===== src/rtl/serial_key_matrix.sv =====
// serial_key_matrix
//   Turns UART bytes into Galaksija keyboard-matrix state for the CPU key window.
//   Received bytes are queued in a FIFO. Each byte is replayed as a timed press
//   (HOLD_CYCLES) followed by an all-released gap (GAP_CYCLES). This lets keys
//   survive ROM scan latency, and a burst of typing loses no key state.
//
// Build option:
//   SERKBD_ANSI_EN  When defined, ESC '[' A/B/C/D is decoded to the cursor keys.
//                   When undefined, ESC is a plain BREAK key.
//
// Ports:
//   clk       in   system clock
//   reset_n   in   synchronous, active-low reset
//   rx_data   in   [7:0] byte from uart_rx
//   rx_valid  in   one-cycle strobe qualifying rx_data
//   rd_key    in   CPU key-window read strobe
//   key_addr  in   [5:0] matrix index (CPU addr[5:0])
//   key_out   out  [7:0] FE = key pressed, FF = released (1-cycle read latency)
//   busy      out  FSM active or FIFO holding bytes
//   overflow  out  sticky: a byte was dropped on a full FIFO
module serial_key_matrix #(
    parameter int unsigned F_CLK       = 25000000,
    parameter int unsigned HOLD_CYCLES = F_CLK / 50,   // 20 ms
    parameter int unsigned GAP_CYCLES  = F_CLK / 100,  // 10 ms
    parameter int unsigned FIFO_AW     = 4,
    parameter int unsigned ESC_TIMEOUT = F_CLK / 100
) (
    input  logic       clk,
    input  logic       reset_n,
    input  logic [7:0] rx_data,
    input  logic       rx_valid,
    input  logic       rd_key,
    input  logic [5:0] key_addr,
    output logic [7:0] key_out,
    output logic       busy,
    output logic       overflow
);

    localparam int unsigned DEPTH   = 2 ** FIFO_AW;
    localparam int unsigned MAX_HG  = (HOLD_CYCLES > GAP_CYCLES) ? HOLD_CYCLES : GAP_CYCLES;
    localparam int unsigned MAX_CNT = (MAX_HG > ESC_TIMEOUT) ? MAX_HG : ESC_TIMEOUT;
    localparam int unsigned CNT_W   = $clog2(MAX_CNT + 1);

    localparam logic [5:0] KEY_BREAK = 6'd49;
    localparam int unsigned KEY_SHIFT = 53;

    // ---------------------------------------------------------------- FIFO
    logic [7:0]         fifo_mem [DEPTH];
    logic [FIFO_AW-1:0] wr_ptr_q, rd_ptr_q;
    logic [FIFO_AW:0]   count_q;
    logic               overflow_q;
    logic               fifo_empty, fifo_full, push, pop;
    logic [7:0]         fifo_rdata;

    assign fifo_empty = (count_q == '0);
    assign fifo_full  = (count_q == (FIFO_AW + 1)'(DEPTH));
    // A full FIFO still accepts a byte when a pop frees a slot in the same cycle.
    assign push       = rx_valid && (!fifo_full || pop);
    assign fifo_rdata = fifo_mem[rd_ptr_q];

    always_ff @(posedge clk) begin
        if (!reset_n) begin
            wr_ptr_q   <= '0;
            rd_ptr_q   <= '0;
            count_q    <= '0;
            overflow_q <= 1'b0;
        end else begin
            if (push) wr_ptr_q <= wr_ptr_q + 1'b1;
            if (pop)  rd_ptr_q <= rd_ptr_q + 1'b1;
            if (push && !pop)      count_q <= count_q + 1'b1;
            else if (pop && !push) count_q <= count_q - 1'b1;
            if (rx_valid && !push) overflow_q <= 1'b1;
        end
    end

    always_ff @(posedge clk) begin
        if (push) fifo_mem[wr_ptr_q] <= rx_data;
    end

    // ------------------------------------------------------------ key map
    // Returns {hit, shift, index[5:0]}.
    function automatic logic [7:0] map_byte(input logic [7:0] b);
        logic [7:0] r;
        r = 8'h00;
        if (b >= 8'h41 && b <= 8'h5A)      r = {2'b10, 6'(b - 8'h40)};
        else if (b >= 8'h61 && b <= 8'h7A) r = {2'b10, 6'(b - 8'h60)};
        else if (b >= 8'h30 && b <= 8'h39) r = {2'b10, 6'(b - 8'h10)};
        else begin
            case (b)
                8'h0A, 8'h0D: r = {2'b10, 6'd48};
                8'h08, 8'h7F: r = {2'b10, 6'd29};
                8'h1B:        r = {2'b10, KEY_BREAK};
                8'h20:        r = {2'b10, 6'd31};
                8'h5F:        r = {2'b11, 6'd32};  // _
                8'h21:        r = {2'b11, 6'd33};  // !
                8'h22:        r = {2'b11, 6'd34};  // "
                8'h23:        r = {2'b11, 6'd35};  // #
                8'h24:        r = {2'b11, 6'd36};  // $
                8'h25:        r = {2'b11, 6'd37};  // %
                8'h26:        r = {2'b11, 6'd38};  // &
                8'h5C:        r = {2'b11, 6'd39};  // backslash
                8'h28:        r = {2'b11, 6'd40};  // (
                8'h29:        r = {2'b11, 6'd41};  // )
                8'h2B:        r = {2'b11, 6'd42};  // +
                8'h2A:        r = {2'b11, 6'd43};  // *
                8'h3C:        r = {2'b11, 6'd44};  // <
                8'h2D:        r = {2'b11, 6'd45};  // -
                8'h3E:        r = {2'b11, 6'd46};  // >
                8'h3F:        r = {2'b11, 6'd47};  // ?
                8'h3B:        r = {2'b10, 6'd42};  // ;
                8'h3A:        r = {2'b10, 6'd43};  // :
                8'h2C:        r = {2'b10, 6'd44};  // ,
                8'h3D:        r = {2'b10, 6'd45};  // =
                8'h2E:        r = {2'b10, 6'd46};  // .
                8'h2F:        r = {2'b10, 6'd47};  // /
                default:      r = 8'h00;
            endcase
        end
        return r;
    endfunction

    // ----------------------------------------------------------------- FSM
`ifdef SERKBD_ANSI_EN
    typedef enum logic [3:0] {
        StIdle, StPop, StMap, StPress, StHold, StRelease, StGap, StEsc1, StEsc2
    } state_e;
`else
    typedef enum logic [3:0] {
        StIdle, StPop, StMap, StPress, StHold, StRelease, StGap
    } state_e;
`endif

    state_e           state_q, state_d;
    logic [CNT_W-1:0] cnt_q, cnt_d;
    logic [7:0]       cur_q, cur_d;
    logic [5:0]       k_q, k_d;
    logic             s_q, s_d;
    logic [63:0]      keys_q, keys_d;
    logic [7:0]       map_r;
`ifdef SERKBD_ANSI_EN
    // Set when ESC was followed by a non-'[' byte: after BREAK, that byte is mapped.
    logic             pend_q, pend_d;
`endif

    assign map_r = map_byte(cur_q);

    always_comb begin
        state_d = state_q;
        cnt_d   = cnt_q;
        cur_d   = cur_q;
        k_d     = k_q;
        s_d     = s_q;
        keys_d  = keys_q;
        pop     = 1'b0;
`ifdef SERKBD_ANSI_EN
        pend_d  = pend_q;
`endif
        unique case (state_q)
            StIdle: if (!fifo_empty) state_d = StPop;
            StPop: begin
                pop     = 1'b1;
                cur_d   = fifo_rdata;
                state_d = StMap;
            end
            StMap: begin
`ifdef SERKBD_ANSI_EN
                if (cur_q == 8'h1B) begin
                    cnt_d   = CNT_W'(ESC_TIMEOUT - 1);
                    state_d = StEsc1;
                end else
`endif
                if (map_r[7]) begin
                    k_d     = map_r[5:0];
                    s_d     = map_r[6];
                    state_d = StPress;
                end else begin
                    state_d = StIdle;
                end
            end
            StPress: begin
                keys_d[k_q] = 1'b1;
                if (s_q) keys_d[KEY_SHIFT] = 1'b1;
                cnt_d   = CNT_W'(HOLD_CYCLES - 1);
                state_d = StHold;
            end
            StHold: begin
                if (cnt_q == '0) state_d = StRelease;
                else             cnt_d   = cnt_q - 1'b1;
            end
            StRelease: begin
                keys_d  = '0;
                cnt_d   = CNT_W'(GAP_CYCLES - 1);
                state_d = StGap;
            end
            StGap: begin
                if (cnt_q != '0) begin
                    cnt_d = cnt_q - 1'b1;
`ifdef SERKBD_ANSI_EN
                end else if (pend_q) begin
                    pend_d  = 1'b0;
                    state_d = StMap;
`endif
                end else begin
                    state_d = StIdle;
                end
            end
`ifdef SERKBD_ANSI_EN
            StEsc1: begin
                if (!fifo_empty) begin
                    pop = 1'b1;
                    if (fifo_rdata == 8'h5B) begin
                        cnt_d   = CNT_W'(ESC_TIMEOUT - 1);
                        state_d = StEsc2;
                    end else begin
                        cur_d   = fifo_rdata;
                        pend_d  = 1'b1;
                        k_d     = KEY_BREAK;
                        s_d     = 1'b0;
                        state_d = StPress;
                    end
                end else if (cnt_q == '0) begin
                    k_d     = KEY_BREAK;
                    s_d     = 1'b0;
                    state_d = StPress;
                end else begin
                    cnt_d = cnt_q - 1'b1;
                end
            end
            StEsc2: begin
                if (!fifo_empty) begin
                    pop     = 1'b1;
                    s_d     = 1'b0;
                    state_d = StPress;
                    case (fifo_rdata)
                        8'h41:   k_d = 6'd27;       // up
                        8'h42:   k_d = 6'd28;       // down
                        8'h43:   k_d = 6'd30;       // right
                        8'h44:   k_d = 6'd29;       // left
                        default: state_d = StIdle;  // unknown final byte dropped
                    endcase
                end else if (cnt_q == '0) begin
                    k_d     = KEY_BREAK;
                    s_d     = 1'b0;
                    state_d = StPress;
                end else begin
                    cnt_d = cnt_q - 1'b1;
                end
            end
`endif
            default: state_d = StIdle;
        endcase
    end

    always_ff @(posedge clk) begin
        if (!reset_n) begin
            state_q <= StIdle;
            cnt_q   <= '0;
            cur_q   <= '0;
            k_q     <= '0;
            s_q     <= 1'b0;
            keys_q  <= '0;
`ifdef SERKBD_ANSI_EN
            pend_q  <= 1'b0;
`endif
        end else begin
            state_q <= state_d;
            cnt_q   <= cnt_d;
            cur_q   <= cur_d;
            k_q     <= k_d;
            s_q     <= s_d;
            keys_q  <= keys_d;
`ifdef SERKBD_ANSI_EN
            pend_q  <= pend_d;
`endif
        end
    end

    // ----------------------------------------------------------- read port
    logic [7:0] key_out_q;

    always_ff @(posedge clk) begin
        if (!reset_n)    key_out_q <= 8'hFF;
        else if (rd_key) key_out_q <= keys_q[key_addr] ? 8'hFE : 8'hFF;
    end

    assign key_out  = key_out_q;
    assign busy     = (state_q != StIdle) || !fifo_empty;
    assign overflow = overflow_q;

endmodule


===== config.mk =====
export PLATFORM = sky130hd
export DESIGN_NAME = serial_key_matrix
export DESIGN_NICKNAME = d
export VERILOG_FILES = /design/src/rtl/serial_key_matrix.sv
export SDC_FILE = /design/constraint.sdc
export NUM_CORES = 1
export LEC_CHECK = 0
export CORE_MARGIN = 10
export CORE_UTILIZATION = 40
export CTS_CLUSTER_SIZE = 8
export DETAILED_ROUTE_END_ITERATION = 8
export SLEW_MARGIN = 25
export SYNTH_ARGS = -nofsm -noshare
export SYNTH_HDL_FRONTEND = slang
export SYNTH_SLANG_ARGS = --single-unit

===== constraint.sdc =====
create_clock -name clk -period 3.8 [get_ports clk]
set_input_delay 0.76 -clock clk [delete_from_list [all_inputs] [get_ports clk]]
set_output_delay 0.76 -clock clk [all_outputs]
set_load 0.005 [all_outputs]

==> qor.tcl <==
set qor(timing.critical_path.arrival_ns) 3.38
set qor(postSynth.topFlopCell) {sky130_fd_sc_hd__edfxtp_1}
set qor(cts_num_sinks) 244
set qor(synthesis.instances) 903
set qor(top_level_ports) 28
set qor(drt_iter0_markers) 527
set qor(min_delay_worst_type) {flop to flop}
set qor(holdPathStages) 1
set qor(cts_h_tree_lvls) 2
set qor(gp_routability_congestion) 0.835
set qor(die_area_um2) 34400
set qor(clockRootBuffer) {sky130_fd_sc_hd__clkbuf_16}
set qor(cts_resized) 0
set qor(critPathLaunch) {state_q[1]$_SDFFE_PN0P_}
set qor(final_nets) 970
set qor(final_cell_mix) {sky130_fd_sc_hd__nor2_1, sky130_fd_sc_hd__edfxtp_1, sky130_fd_sc_hd__dfxtp_1}
set qor(clock_power_share) 0.345
set qor(drv_cap) 0
set qor(worstHoldStart) {cnt_q[18]$_SDFFE_PN0P_}
set qor(rsz0062_at_grt) {no}
set qor(synth.cell_area_um2) 11000
set qor(reg2regPathDepth) 13
set qor(timing_hold_violations_final) 0
set qor(seq_area_frac_synth) 0.563
set qor(tightest_slew_ns) 0.965
set qor(clock-skew-final_ns) 0.0150
set qor(timing.fmax_mhz) 339
set qor(critical_path_peak_fanout) 12
set qor(core.rowCount) 60
set qor(vdd.ir_drop.worst_v) 0.000443
set qor(worstSetupStartpointType) {flop}
set qor(grt_pass1_vias) 7134
set qor(ys_async_sr_fraction) 0
set qor(routed_via_density) 5.61
set qor(post-route-period-util) 0.775
set qor(antenna_found_initial) 0
set qor(clk_transition_reported_paths_ns) 0.05
set qor(drtPass1Iterations) 4
set qor(finalSetupViolations) 0
set qor(criticalPathCategory) {flop to flop}
set qor(report.final.slew_viol_count) 0
set qor(flow.area_growth_from_synthesis_pct) 15.0
set qor(dieHeight_um) 186
set qor(sw_frac_of_total) 0.312
set qor(run_status) {finished clean}
set qor(numCtsBuffers) 36
set qor(p_sw_mw) 2.62
set qor(clkLatencyLatePin_ns) 0.50
set qor(detail_route.drc_violations) 0
set qor(grt_use_total) 0.138
set qor(yosys.cell_types.count) 70
set qor(ys_seq_elements) 244
set qor(leakagePower_nw) 4.23
set qor(drive_above_1_share) 0.151
set qor(routed_wl_mm) 23.5
set qor(worst_setup_path_end_kind) {flop}
set qor(crit-reg2reg-launch) {state_q[1]$_SDFFE_PN0P_}
set qor(effective_utilization_at_floorplan) 0.407
set qor(antenna_cells) 0
set qor(cts_tree) {yes}
set qor(drtAntennaViolNets) 0
set qor(globalRoute.totalOverflow) 0
set qor(hold_buffers) 0
set qor(power_frac_comb) 0.267
set qor(setup.reg_to_reg.worst_slack_ns) 0.85
set qor(time_the_final_worst_path_needs_with_i_o_delays_and_setup_ns) 2.95
set qor(cellInternalPower_mw) 5.78
set qor(timing.slew.headroom) 0.352
set qor(clockBufferDepth) 3
set qor(wire_per_inst_um) 18.3
set qor(avgSynthCellArea_um2) 12.1
set qor(min_to) {cnt_q[18]$_SDFFE_PN0P_}
set qor(power.density_nw_per_um2) 666
set qor(estimated_wirelength_of_the_detail_placed_design_mm) 15.3
set qor(synth-warning-count) 0
set qor(fp.coreArea_um2) 27000
set qor(via_total_after_detailed_routing) 7234
set qor(floorplan.die.width_um) 186
set qor(grt_pass1_wl_mm) 38.7
set qor(synth_edf_count) 128
set qor(port_buffers) 20
set qor(placed_area_um2) 11500
set qor(pwr-share-seq) 0.388
set qor(largest_net_degree_at_the_start_of_global_routing) 70
set qor(required_ns) 4.23
set qor(post_cts_buffers) 0
set qor(layout_commonest_cell) {sky130_fd_sc_hd__nor2_1}
set qor(timing.setup.tns_ns) 0
set qor(timing.rr.end) {count_q[4]$_SDFFE_PN0P_}
set qor(final_area_um2) 12600
[power groups by stage]
stage | Sequential [mW] | Combinational, mW | Clock (mW)
after floorplan | 3.12 | 1.83 | 0
after global routing | 3.30 | 2.51 | 3.10
final | 3.26 | 2.24 | 2.90
after detailed placement | 3.31 | 2.24 | 0
after global placement | 3.31 | 2.22 | 0
after CTS | 3.26 | 2.25 | 2.97
[Yosys cell counts (7+ instances only)]
cell / count / share of area
sky130_fd_sc_hd__inv_1: 20 / 0.0068
sky130_fd_sc_hd__a311oi_1: 10 / 0.0080
sky130_fd_sc_hd__nor3_1: 19 / 0.0087
sky130_fd_sc_hd__nand2_1: 47 / 0.016
sky130_fd_sc_hd__nor2b_1: 7 / 0.0040
sky130_fd_sc_hd__dfxtp_1: 116 / 0.21
sky130_fd_sc_hd__o21ai_0: 17 / 0.0078
sky130_fd_sc_hd__mux4_2: 56 / 0.12
sky130_fd_sc_hd__a21oi_1: 50 / 0.023
sky130_fd_sc_hd__nor2_1: 136 / 0.047
sky130_fd_sc_hd__buf_2: 8 / 0.0037
sky130_fd_sc_hd__clkbuf_1: 43 / 0.015
sky130_fd_sc_hd__xnor2_1: 9 / 0.0072
sky130_fd_sc_hd__edfxtp_1: 128 / 0.35
sky130_fd_sc_hd__ha_1: 23 / 0.026
sky130_fd_sc_hd__buf_4: 8 / 0.0055
sky130_fd_sc_hd__a22oi_1: 72 / 0.049
sky130_fd_sc_hd__xor2_1: 7 / 0.0056
sky130_fd_sc_hd__nand2b_1: 13 / 0.0074
[metal layers]
metal / global-route usage / part of all wire / wire length [µm]
met5: 0 / 0 / 0
met4: 0.0358 / 0.016 / 380
met3: 0.0240 / 0.042 / 994
met2: 0.225 / 0.48 / 11300
met1: 0.187 / 0.46 / 10900
[registers in the layout, summed over array words and instances, names as in the netlist]
signal and cells:
fifo_mem 128, s_q 1, keys_q 64, rd_ptr_q 4, count_q 5, cur_q 8, key_out 1, overflow 1
k_q 6, wr_ptr_q 4, state_q 3, cnt_q 19
[critical path, cell delays in order, from the launching register on]
cell,delay (ns)
sky130_fd_sc_hd__dfxtp_1,0.40
sky130_fd_sc_hd__nand2b_1,0.20
sky130_fd_sc_hd__nor2_1,0.10
sky130_fd_sc_hd__buf_4,0.20
sky130_fd_sc_hd__inv_1,0.10
sky130_fd_sc_hd__a31oi_1,0.25
sky130_fd_sc_hd__ha_1,0.24
sky130_fd_sc_hd__inv_1,0.11
sky130_fd_sc_hd__fa_1,0.42
sky130_fd_sc_hd__a21o_1,0.17
sky130_fd_sc_hd__a21oi_1,0.16
sky130_fd_sc_hd__xnor2_1,0.09
sky130_fd_sc_hd__or3_1,0.31
sky130_fd_sc_hd__a21oi_1,0.14
[area by class of cell]
type / count / area, µm²
Timing Repair Buffer: 45 / 413
Tap cell: 341 / 427
Multi-Input combinational cell: 580 / 4480
Clock buffer: 55 / 993
Inverter: 21 / 78.8
Sequential cell: 244 / 6170
Clock inverter: 3 / 51.3
Fill cell: 2424 / 14300
[logic make-up after synthesis]
family / count (synthesis) / synth area share
compound gates: 206 / 0.131
xor+xnor: 16 / 0.0128
mux: 61 / 0.120
buf+inv: 85 / 0.0334
simple gates: 266 / 0.112
other cells: 1 / 0.000342
flops: 244 / 0.563
fa+ha+maj: 24 / 0.0281
[worst max-delay path by stage]
stage	slack, ns	cells past startpoint	end
after floorplan	0.93	10	count_q[4]$_SDFFE_PN0P_
after global placement	0.68	11	count_q[4]$_SDFFE_PN0P_
after detailed placement	0.64	11	count_q[4]$_SDFFE_PN0P_
after CTS	0.88	13	count_q[4]$_SDFFE_PN0P_
after global routing	0.64	13	count_q[4]$_SDFFE_PN0P_
final	0.85	13	count_q[4]$_SDFFE_PN0P_
[per-stage QoR]
step	worst slack (ns)	utilization	hold slack (ns)	cells	power [mW]
floorplan	0.927	-	0.448	909	4.95
detailed placement	0.638	0.429	0.475	1231	5.55
finish	0.853	0.468	0.493	1289	8.40
global placement	0.682	0.428	0.473	1231	5.53
CTS	0.876	0.467	0.483	1289	8.48
global route	0.642	0.468	0.509	1289	8.91
Power figures use the tool's default switching activity.
==> RTL edit, RTL diff (same flow settings) <==
The 7 states of `state_e` get a Gray code encoding in 3 bits.
--- a/src/rtl/serial_key_matrix.sv
+++ b/src/rtl/serial_key_matrix.sv
@@ -127,4 +127,4 @@
 `else
-    typedef enum logic [3:0] {
-        StIdle, StPop, StMap, StPress, StHold, StRelease, StGap
+    typedef enum logic [2:0] {
+        StIdle = 3'b000, StPop = 3'b001, StMap = 3'b011, StPress = 3'b010, StHold = 3'b110, StRelease = 3'b111, StGap = 3'b101
     } state_e;
Check against the original RTL: no difference found for any inputs over 4 cycles, from zero or initial values and one cycle with reset_n low; so few cycles prove little.
==> RTL edit against the original RTL <==
  * Area after synthesis rose by 2.4%
  * Routed wire length rose by 3.4%
  * Worst setup slack worse by 0.16 ns
  * Critical path depth stayed put
  * Total power grew 4.5%
  * Sequential cell count did not move
  * Utilization is 0.41 points lower
  * Cell area up 1.9%
  * Via count grew 3.1%
  * Combinational power up 16%
  * Non-clock buffer count decreased by 1
==> RTL edit: results (changes against the original RTL) <==
first-pass GRT wire length 39600 µm (+2.4%); Leak 4.25 nW (+0.33%); synth unique cells 80 (+14%); Critical Path Max Stage Delay 0.54 ns (+0.12 ns); routed length on met2 11400 µm (+0.96%); Synth Area in XOR/XNOR 0.0140 (+0.00126); vias in the first global route 7174 (+0.56%); delay-heaviest family, CP simple AND/OR/NAND/NOR gates; adder-cell area share of the yosys netlist 0.0292 (+0.00113); HPWL Detailed 15600 µm (+1.8%); Worst-Skew Late Latency 0.54 ns (+0.04 ns); wire length per cell 18.1 µm (-0.97%); Slew HR 0.345 (-0.00650); routed wl met3 1290 µm (+29%); met2 global-route usage 0.213 (-0.0116); status finished clean; mux share of post-synthesis cell area 0.123 (+0.00311); number of synthesized flops with an enable pin 128 (unchanged); nets 992 (+2.3%); Post-CTS Resized 0 (unchanged); crit path DAT 3.51 ns (+0.13 ns); Worst R2R Setup Slack 0.69 ns (-0.16 ns); Post-Route M1 WL 11100 µm (+2.5%); Setup crit start state_q[0]; Max VDD drop 0.000416 V (-6.2%); fraction of layout cells with a size suffix above 1 0.150 (-0.00105); Crit-path slowest cell dfxtp_1; GR Util met3 0.0249 (+0.000880); Seq/Total Area, Yosys 0.549 (-0.0132); Total GRT Usage 0.136 (-0.00166); First DRT Iteration DRCs 475 (-9.9%); Worst Skew 0.0349 ns (+0.0199 ns); First-pass DRT Iterations 5 (+1); Placer Congestion 0.840 (+0.60%); fill count 2473 (+2.0%); commonest cells in the netlist 129 x nor2_1, 128 x edfxtp_1, 116 x dfxtp_1, 60 x a22oi_1, 58 x mux4_2; largest cells by area after synthesis edfxtp_1 34%, dfxtp_1 21%, mux4_2 12%; grt met1 use 0.185 (-0.00156); largest net degree at the start of global routing 85 (+21%); post-synthesis compound-gate area fraction 0.128 (-0.00296); DR vias/cell 5.54 (-1.3%)
## RTL edit: cell types whose count changed in the layout (fill, tap and decap cells not counted), moves of 4 or more
cell | unedited run | this run
a22oi_1 | 72 | 60
nor2_1 | 136 | 129
a221oi_1 | 4 | 0
o211ai_1 | 6 | 10
nor4_1 | 5 | 10
a311oi_1 | 10 | 6
nand2_1 | 46 | 57
xor2_1 | 7 | 11
a21oi_1 | 50 | 57
## RTL edit: worst min path at each step
stage | startpoint | end | slack (ns) | depth (start not counted)
after CTS | keys_q[63] | keys_q[63] | 0.46 | 2
after global placement | keys_q[63] | keys_q[63] | 0.45 | 2
after floorplan | keys_q[62] | keys_q[62] | 0.43 | 2
after global routing | keys_q[63] | keys_q[63] | 0.48 | 2
final | keys_q[63] | keys_q[63] | 0.46 | 2
after detailed placement | keys_q[62] | keys_q[62] | 0.45 | 2
## RTL edit: where the power goes
group	internal, W	switching [W]	total, W	leakage, nW
logic	0.00111	0.00149	0.00260	1.65
registers	0.00297	0.000275	0.00325	2.10
clock network	0.00176	0.00117	0.00293	0.501
## RTL edit: area by class of cell
cell class,count,area share
timing repair buffer,44,0.0306
inverter,21,0.00623
multi-input combinational,603,0.364
clock inverter,4,0.00740
clock buffer,52,0.0748
tap,378,0.0368
sequential,244,0.480
## RTL edit: stage by stage
stage | setup slack (ns) | hold slack (ns) | utilization | cells | area (µm²)
after CTS | 0.676 | 0.461 | 0.464 | 1346 | 12800
after floorplan | 0.790 | 0.433 | - | 941 | 11200
after global placement | 0.613 | 0.448 | 0.425 | 1290 | 11800
final | 0.689 | 0.458 | 0.464 | 1346 | 12800
after global routing | 0.464 | 0.482 | 0.464 | 1346 | 12800
after detailed placement | 0.590 | 0.454 | 0.425 | 1290 | 11800
